`src/rtl/router_1xn_fifo.sv`:
```
// 1-to-N router: each accepted word lands in the show-ahead FIFO of its destination port.
// Optional build macro ROUTER_PARITY_EN adds an even-parity input check and a parity error counter.
module router_1xn_fifo #(
  parameter int DATA_W  = 8,
  parameter int NUM_OUT = 3,
  parameter int DEPTH   = 4,
  localparam int DEST_W = ($clog2(NUM_OUT) < 1) ? 1 : $clog2(NUM_OUT),
  localparam int FILL_W = $clog2(DEPTH) + 1
) (
  input  logic                        clk,
  input  logic                        rst,
  input  logic                        in_valid,
  output logic                        in_ready,
  input  logic [DATA_W-1:0]           in_data,
  input  logic [DEST_W-1:0]           in_dest,
`ifdef ROUTER_PARITY_EN
  input  logic                        in_parity,
  output logic [7:0]                  perr_cnt,
`endif
  output logic [NUM_OUT-1:0]          out_valid,
  input  logic [NUM_OUT-1:0]          out_ready,
  output logic [NUM_OUT*DATA_W-1:0]   out_data,
  output logic [NUM_OUT*FILL_W-1:0]   fill,
  output logic [7:0]                  drop_cnt
);

  localparam int PTR_W = $clog2(DEPTH);
  localparam logic [DEST_W:0]   NUM_OUT_C = (DEST_W+1)'(NUM_OUT);
  localparam logic [FILL_W-1:0] DEPTH_C   = FILL_W'(DEPTH);

  logic [DATA_W-1:0] mem_q    [NUM_OUT][DEPTH];
  logic [PTR_W-1:0]  wr_ptr_q [NUM_OUT];
  logic [PTR_W-1:0]  wr_ptr_d [NUM_OUT];
  logic [PTR_W-1:0]  rd_ptr_q [NUM_OUT];
  logic [PTR_W-1:0]  rd_ptr_d [NUM_OUT];
  logic [FILL_W-1:0] cnt_q    [NUM_OUT];
  logic [FILL_W-1:0] cnt_d    [NUM_OUT];
  logic [7:0]        drop_q, drop_d;

  logic               dest_ok;
  logic               dest_full;
  logic               par_ok;
  logic               xfer;
  logic               drop;
  logic [NUM_OUT-1:0] push;
  logic [NUM_OUT-1:0] pop;

`ifdef ROUTER_PARITY_EN
  logic [7:0] perr_q, perr_d;
  logic       perr;

  assign par_ok = ~(^{in_data, in_parity});
  assign perr   = xfer & ~par_ok;
  assign perr_d = (perr && perr_q != 8'hFF) ? perr_q + 8'd1 : perr_q;
  assign perr_cnt = perr_q;

  always_ff @(posedge clk) begin
    if (rst) perr_q <= 8'd0;
    else     perr_q <= perr_d;
  end
`else
  assign par_ok = 1'b1;
`endif

  assign dest_ok = ({1'b0, in_dest} < NUM_OUT_C);

  // Fullness uses the registered count only, so a same-cycle pop never makes room.
  always_comb begin
    dest_full = 1'b0;
    for (int k = 0; k < NUM_OUT; k++) begin
      if (in_dest == DEST_W'(k)) dest_full = (cnt_q[k] == DEPTH_C);
    end
  end

  assign in_ready = ~par_ok | ~dest_ok | ~dest_full;
  assign xfer     = in_valid & in_ready;
  assign drop     = xfer & par_ok & ~dest_ok;
  assign drop_d   = (drop && drop_q != 8'hFF) ? drop_q + 8'd1 : drop_q;

  always_comb begin
    push = '0;
    pop  = '0;
    for (int k = 0; k < NUM_OUT; k++) begin
      push[k] = xfer & par_ok & (in_dest == DEST_W'(k));
      pop[k]  = (cnt_q[k] != '0) & out_ready[k];
    end
  end

  always_comb begin
    for (int k = 0; k < NUM_OUT; k++) begin
      wr_ptr_d[k] = push[k] ? wr_ptr_q[k] + PTR_W'(1) : wr_ptr_q[k];
      rd_ptr_d[k] = pop[k]  ? rd_ptr_q[k] + PTR_W'(1) : rd_ptr_q[k];
      case ({push[k], pop[k]})
        2'b10:   cnt_d[k] = cnt_q[k] + FILL_W'(1);
        2'b01:   cnt_d[k] = cnt_q[k] - FILL_W'(1);
        default: cnt_d[k] = cnt_q[k];
      endcase
    end
  end

  always_ff @(posedge clk) begin
    if (rst) begin
      for (int k = 0; k < NUM_OUT; k++) begin
        wr_ptr_q[k] <= '0;
        rd_ptr_q[k] <= '0;
        cnt_q[k]    <= '0;
      end
      drop_q <= 8'd0;
    end else begin
      for (int k = 0; k < NUM_OUT; k++) begin
        wr_ptr_q[k] <= wr_ptr_d[k];
        rd_ptr_q[k] <= rd_ptr_d[k];
        cnt_q[k]    <= cnt_d[k];
      end
      drop_q <= drop_d;
    end
  end

  // Storage is left unreset; out_data is only meaningful while out_valid is set.
  always_ff @(posedge clk) begin
    for (int k = 0; k < NUM_OUT; k++) begin
      if (!rst && push[k]) mem_q[k][wr_ptr_q[k]] <= in_data;
    end
  end

  genvar g;
  generate
    for (g = 0; g < NUM_OUT; g++) begin : g_port
      assign out_valid[g]                  = (cnt_q[g] != '0);
      assign out_data[g*DATA_W +: DATA_W]  = mem_q[g][rd_ptr_q[g]];
      assign fill[g*FILL_W +: FILL_W]      = cnt_q[g];
    end
  endgenerate

  assign drop_cnt = drop_q;

endmodule

```
`config.mk`:
```
export PLATFORM = sky130hd
export DESIGN_NAME = router_1xn_fifo
export DESIGN_NICKNAME = d
export VERILOG_FILES = /design/src/rtl/router_1xn_fifo.sv
export SDC_FILE = /design/constraint.sdc
export NUM_CORES = 1
export LEC_CHECK = 0
export CORE_AREA = 2 2 105 132
export DETAILED_ROUTE_END_ITERATION = 10
export DIE_AREA = 0 0 107 134
export PLACE_DENSITY_LB_ADDON = 0.08
export SYNTH_ARGS = -nofsm -noshare
export SYNTH_HDL_FRONTEND = slang
export SYNTH_SLANG_ARGS = --single-unit
```
`constraint.sdc`:
```
create_clock -name clk -period 3.85 [get_ports clk]
set_clock_uncertainty 0.15 [all_clocks]
set_input_delay 0.5775 -clock clk [delete_from_list [all_inputs] [get_ports clk]]
set_output_delay 0.5775 -clock clk [all_outputs]
set_load 0.005 [all_outputs]
```
# == After elaboration in Yosys (flattened, before gate mapping) ==
# Memory sizes are Yosys's and may differ from the RTL's.
# Index checks and enable logic that the tools add are counted.
# classes
n_addsub,13
multipliers,0
div,0
order_cmp,10
n_eq_ne,12
shift,0
mux,51
bitwise_logic,26
n_reduce_logical,14
# ops
op,count
$mux W32,7
$mux W8,9
$reduce_or A32 Y1,2
$bmux W8 S2,3
$demux W8 S2,3
$mux W2,14
$ge A3 B3 Y1 const B,6
$not A2 Y3,6
$pmux W3 S2,3
$add A2 B1 Y2 const B,6
$or A1 B1 Y1,10
$add A3 B1 Y3 const B,3
$eq A3 B3 Y1 const B,3
$lt A3 B1 Y1 const B,3
$mux W1,9
$mux W3,3
$reduce_bool A3 Y1,3
$sub A3 B1 Y3 const B,3
$add A8 B1 Y8 const B,1
$and A1 B1 Y1,8
$eq A2 B1 Y1 const B,4
$eq A2 B2 Y1 const B,4
$ne A8 B8 Y1 const B,1
$logic_and A1 B1 Y1,7
4 further kinds,5
# totals
register_bits,8
latchBits,0
ramBits,117
rom_bits,0
out_inout_bits,45
word_cells,131
memories,4
# mem_list
name,words,word_bits,read_ports,rd_clocked_by_memory_dff,wr,line,rtl
mem_q,3,32,3,0,1,31,logic [DATA_W-1:0] mem_q [NUM_OUT][DEPTH];
cnt_q,3,3,3,0,3,36,logic [FILL_W-1:0] cnt_q [NUM_OUT];
rd_ptr_q,3,2,3,0,3,34,logic [PTR_W-1:0] rd_ptr_q [NUM_OUT];
wr_ptr_q,3,2,3,0,3,32,logic [PTR_W-1:0] wr_ptr_q [NUM_OUT];

# == Logic depth before layout (Yosys ltp) ==
# An unclocked memory read counts as a cell.
# logic_depth
word_depth,15
mapped_depth,9
ltp_nobuf,9

# == Least setup slack after synthesis ==
# Ideal clock, no wire load.
# synth_timing
path_type,input-to-reg
from,in in_dest[0]
to,mem cnt_q[0][2] in the netlist's numbering
t_arrival_ps,2164
t_required_ps,3630
path_slack_ps,1466
cell_stages,8
path_cell_list,or4b_1 buf_2 ha_1 inv_1 fa_1 xor2_1 or3_1 a21oi_1
# synth_rtl
item,line,rtl
start: declaration,15,"input logic [DEST_W-1:0] in_dest,"
end: declaration,36,

==> results.cfg <==
[status]
status = finished, final reports clean

[clock_tree]
path_clk_slew_ns = 0.06
cts_buffers = 17
h-tree-depth = 4
clock_tree.root_cell = clkbuf_16
cts_setup_buffers = 0
clock_latency_ns = 0.41
cts.path.max_buffers = 2
post_cts_resized = 0
clock-sinks = 125
postCtsHoldBufs = 0
cts_tree = built

[sta]
period_share = 0.765
fin_hold_ws_ns = 0.339
maxSlewViolCount = 0
setup_viol = 0
period_minus_slack_ns = 2.95
relSlewSlack = 0.527
fmax_mhz = 339
worst_pin_slew_ns = 0.707
rsz0062_at_grt = false
hold_viol_final = 0
tns_ns = 0

[cells_and_area]
area_delta_synth_final_pct = 27.2
nNetsFinal = 421
stdcell_area_um2 = 6530
fillers = 1129
num_antenna_cells = 0
drive_gt1_frac = 0.155

[floorplan]
core_um2 = 13100
rows = 47
fp.dieW_um = 107
die_y_um = 134
num_io_pins = 61
dieArea_um2 = 14300
start_util = 0.392

[placement]
place.gp.congestion = 0.731
dpl.hpwl_um = 6200
portBuffers = 60
placed_area_um2 = 5910

[worst_setup_path]
r2r_setup_slack_ns = 1.28
cp-start-kind = register
timing.rr.start = cnt_q[0][8]
path_max_fanout = 10
critPathArrivalTime_ns = 2.22
path_class = reg2out
required_ns = 3.12
end_kind = primary output
worstReg2RegEnd = cnt_q[0][8]
r2r_cells = 8

[logic_synthesis]
synthTopCellsByCount = edfxtp_1, dfxtp_1, nor2_1
synth_area_um2 = 5140
synth-seq-area-share = 0.674
yosys.area.top_type = edfxtp_1
synth_edf_count = 96
synthFlopType = edfxtp_1
synth.most_common_cell = edfxtp_1
ys_types = 36
avgSynthCellArea_um2 = 16.2
synthArstFlopShare = 0
synthDominantCellAreaShare = 0.561
ys_ff_latch = 125
netlist_instances = 317
syn_nets = 352
ys_warn_count = 0
synth.area.top_cells = edfxtp_1, dfxtp_1, mux4_2

[pwr]
power.share.switching = 0.236
seqPwrFrac = 0.414
ir_drop_v = 0.000245
switchingPower_mw = 0.928
total_power_mw = 3.93
comb_power_share = 0.164
clockPowerShare = 0.422
leakagePower_nw = 2.18
power_density_nw_per_um2 = 602
p_int_mw = 3.01

[detailed_routing]
ant_nets = 0
post_drt_wl_per_cell_um = 16.5
dr.pass1.iters = 4
highest_layer = met4
finalWirelength_um = 9410
wl_met2_um = 4720
drtIter0Drc = 143
vias = 2789
route.met3.wl_um = 411
route.detailed.drc = 0
wl_met1_um = 4170
avgViaCountPerCell = 4.89

[worst_hold_path]
worstHoldPathCells = 2
hp-start = wr_ptr_q[0][3]
hold_path_class = reg2reg
whs_endpoint = wr_ptr_q[0][3]

[global_routing]
overflow = 0
grt_pass1_vias = 2900
antenna_found_initial = 0
grt_max_degree = 18
grt_pass1_wl_um = 15300
grt.total_usage = 0.145

[run]
maxCapViolCount = 0
-- power by group through the flow --
stage	sequential, mW	combinational (mW)	clock, mW
after CTS	1.64	0.659	1.69
after floorplan	1.57	0.415	0
after global placement	1.66	0.644	0
after detailed placement	1.66	0.654	0
final	1.63	0.644	1.66
after global routing	1.65	0.709	1.76
-- cell families (layout without fill, tap and decap cells) --
family,count (synthesis),in the layout,share of synthesized area
compound gates,24,24,0.0295
xor+xnor,18,18,0.0307
fa+ha+maj,19,19,0.0507
buf+inv,28,110,0.0214
flops,125,125,0.674
mux,28,28,0.113
simple gates,75,75,0.0804
-- worst max-delay path, stage by stage, from the launching register on --
cell and delay [ns]:
dfxtp_1 0.73, mux4_2 0.60, clkdlybuf4s50_1 0.47
-- placed cells by master, fill, tap and decap left out, types with 2 or more instances in the layout --
master / n
dfxtp_1: 29
or3_1: 8
and2_1: 12
xor2_1: 12
clkdlybuf4s50_1: 60
a21oi_1: 10
clkinvlp_4: 2
inv_1: 17
inv_6: 2
nor3b_1: 3
o31ai_1: 2
bufinv_16: 4
clkinv_2: 5
nand2_1: 10
edfxtp_1: 96
nor2_1: 28
ha_1: 16
clkbuf_16: 17
o21ai_0: 5
nand3_1: 3
o31a_1: 3
mux4_2: 24
fa_1: 3
xnor2_1: 6
mux2i_1: 4
or4_1: 2
clkinv_4: 2
-- per-layer routing --
layer	up-vias	track usage
li1	1318	-
met1	1392	0.174
met2	68	0.240
met3	11	0.0505
met4	0	0.0584
met5	-	0
-- metrics by stage --
| step | std cells | util | worst slack, ns |
|---|---|---|---|
| final | 570 | 0.498 | 0.904 |
| after detailed placement | 538 | 0.451 | 0.761 |
| after CTS | 570 | 0.498 | 0.820 |
| after global routing | 570 | 0.498 | 0.748 |
| after global placement | 538 | 0.451 | 0.856 |
| after floorplan | 317 | - | 1.47 |
-- registers in the layout, summed over array words and instances (netlist names) --
name / cells
cnt_q: 9
drop_cnt: 8
mem_q: 96
rd_ptr_q: 6
wr_ptr_q: 6
-- how the worst max path moves through the flow --
stage	endpoint	startpoint	slack [ns]
6_report	out_data[6]	rd_ptr_q[0][0]	0.90
4_1_cts	out_data[1]	rd_ptr_q[0][0]	0.82
2_1_floorplan	cnt_q[0][2]	in_dest[0]	1.47
3_5_place_dp	cnt_q[0][2]	in_dest[0]	0.76
3_3_place_gp	cnt_q[0][2]	in_dest[0]	0.86
5_1_grt	out_data[6]	rd_ptr_q[0][0]	0.75
-- layout make-up --
class | instances | area [um^2] | share of cell area
clock inverter | 15 | 195 | 0.0299
multi-input combinational | 164 | 1560 | 0.239
clock buffer | 17 | 425 | 0.0651
timing repair buffer | 61 | 608 | 0.0931
sequential | 125 | 3460 | 0.530
tap | 171 | 214 | 0.0328
inverter | 17 | 63.8 | 0.00977
Power figures use the tool's default switching activity.
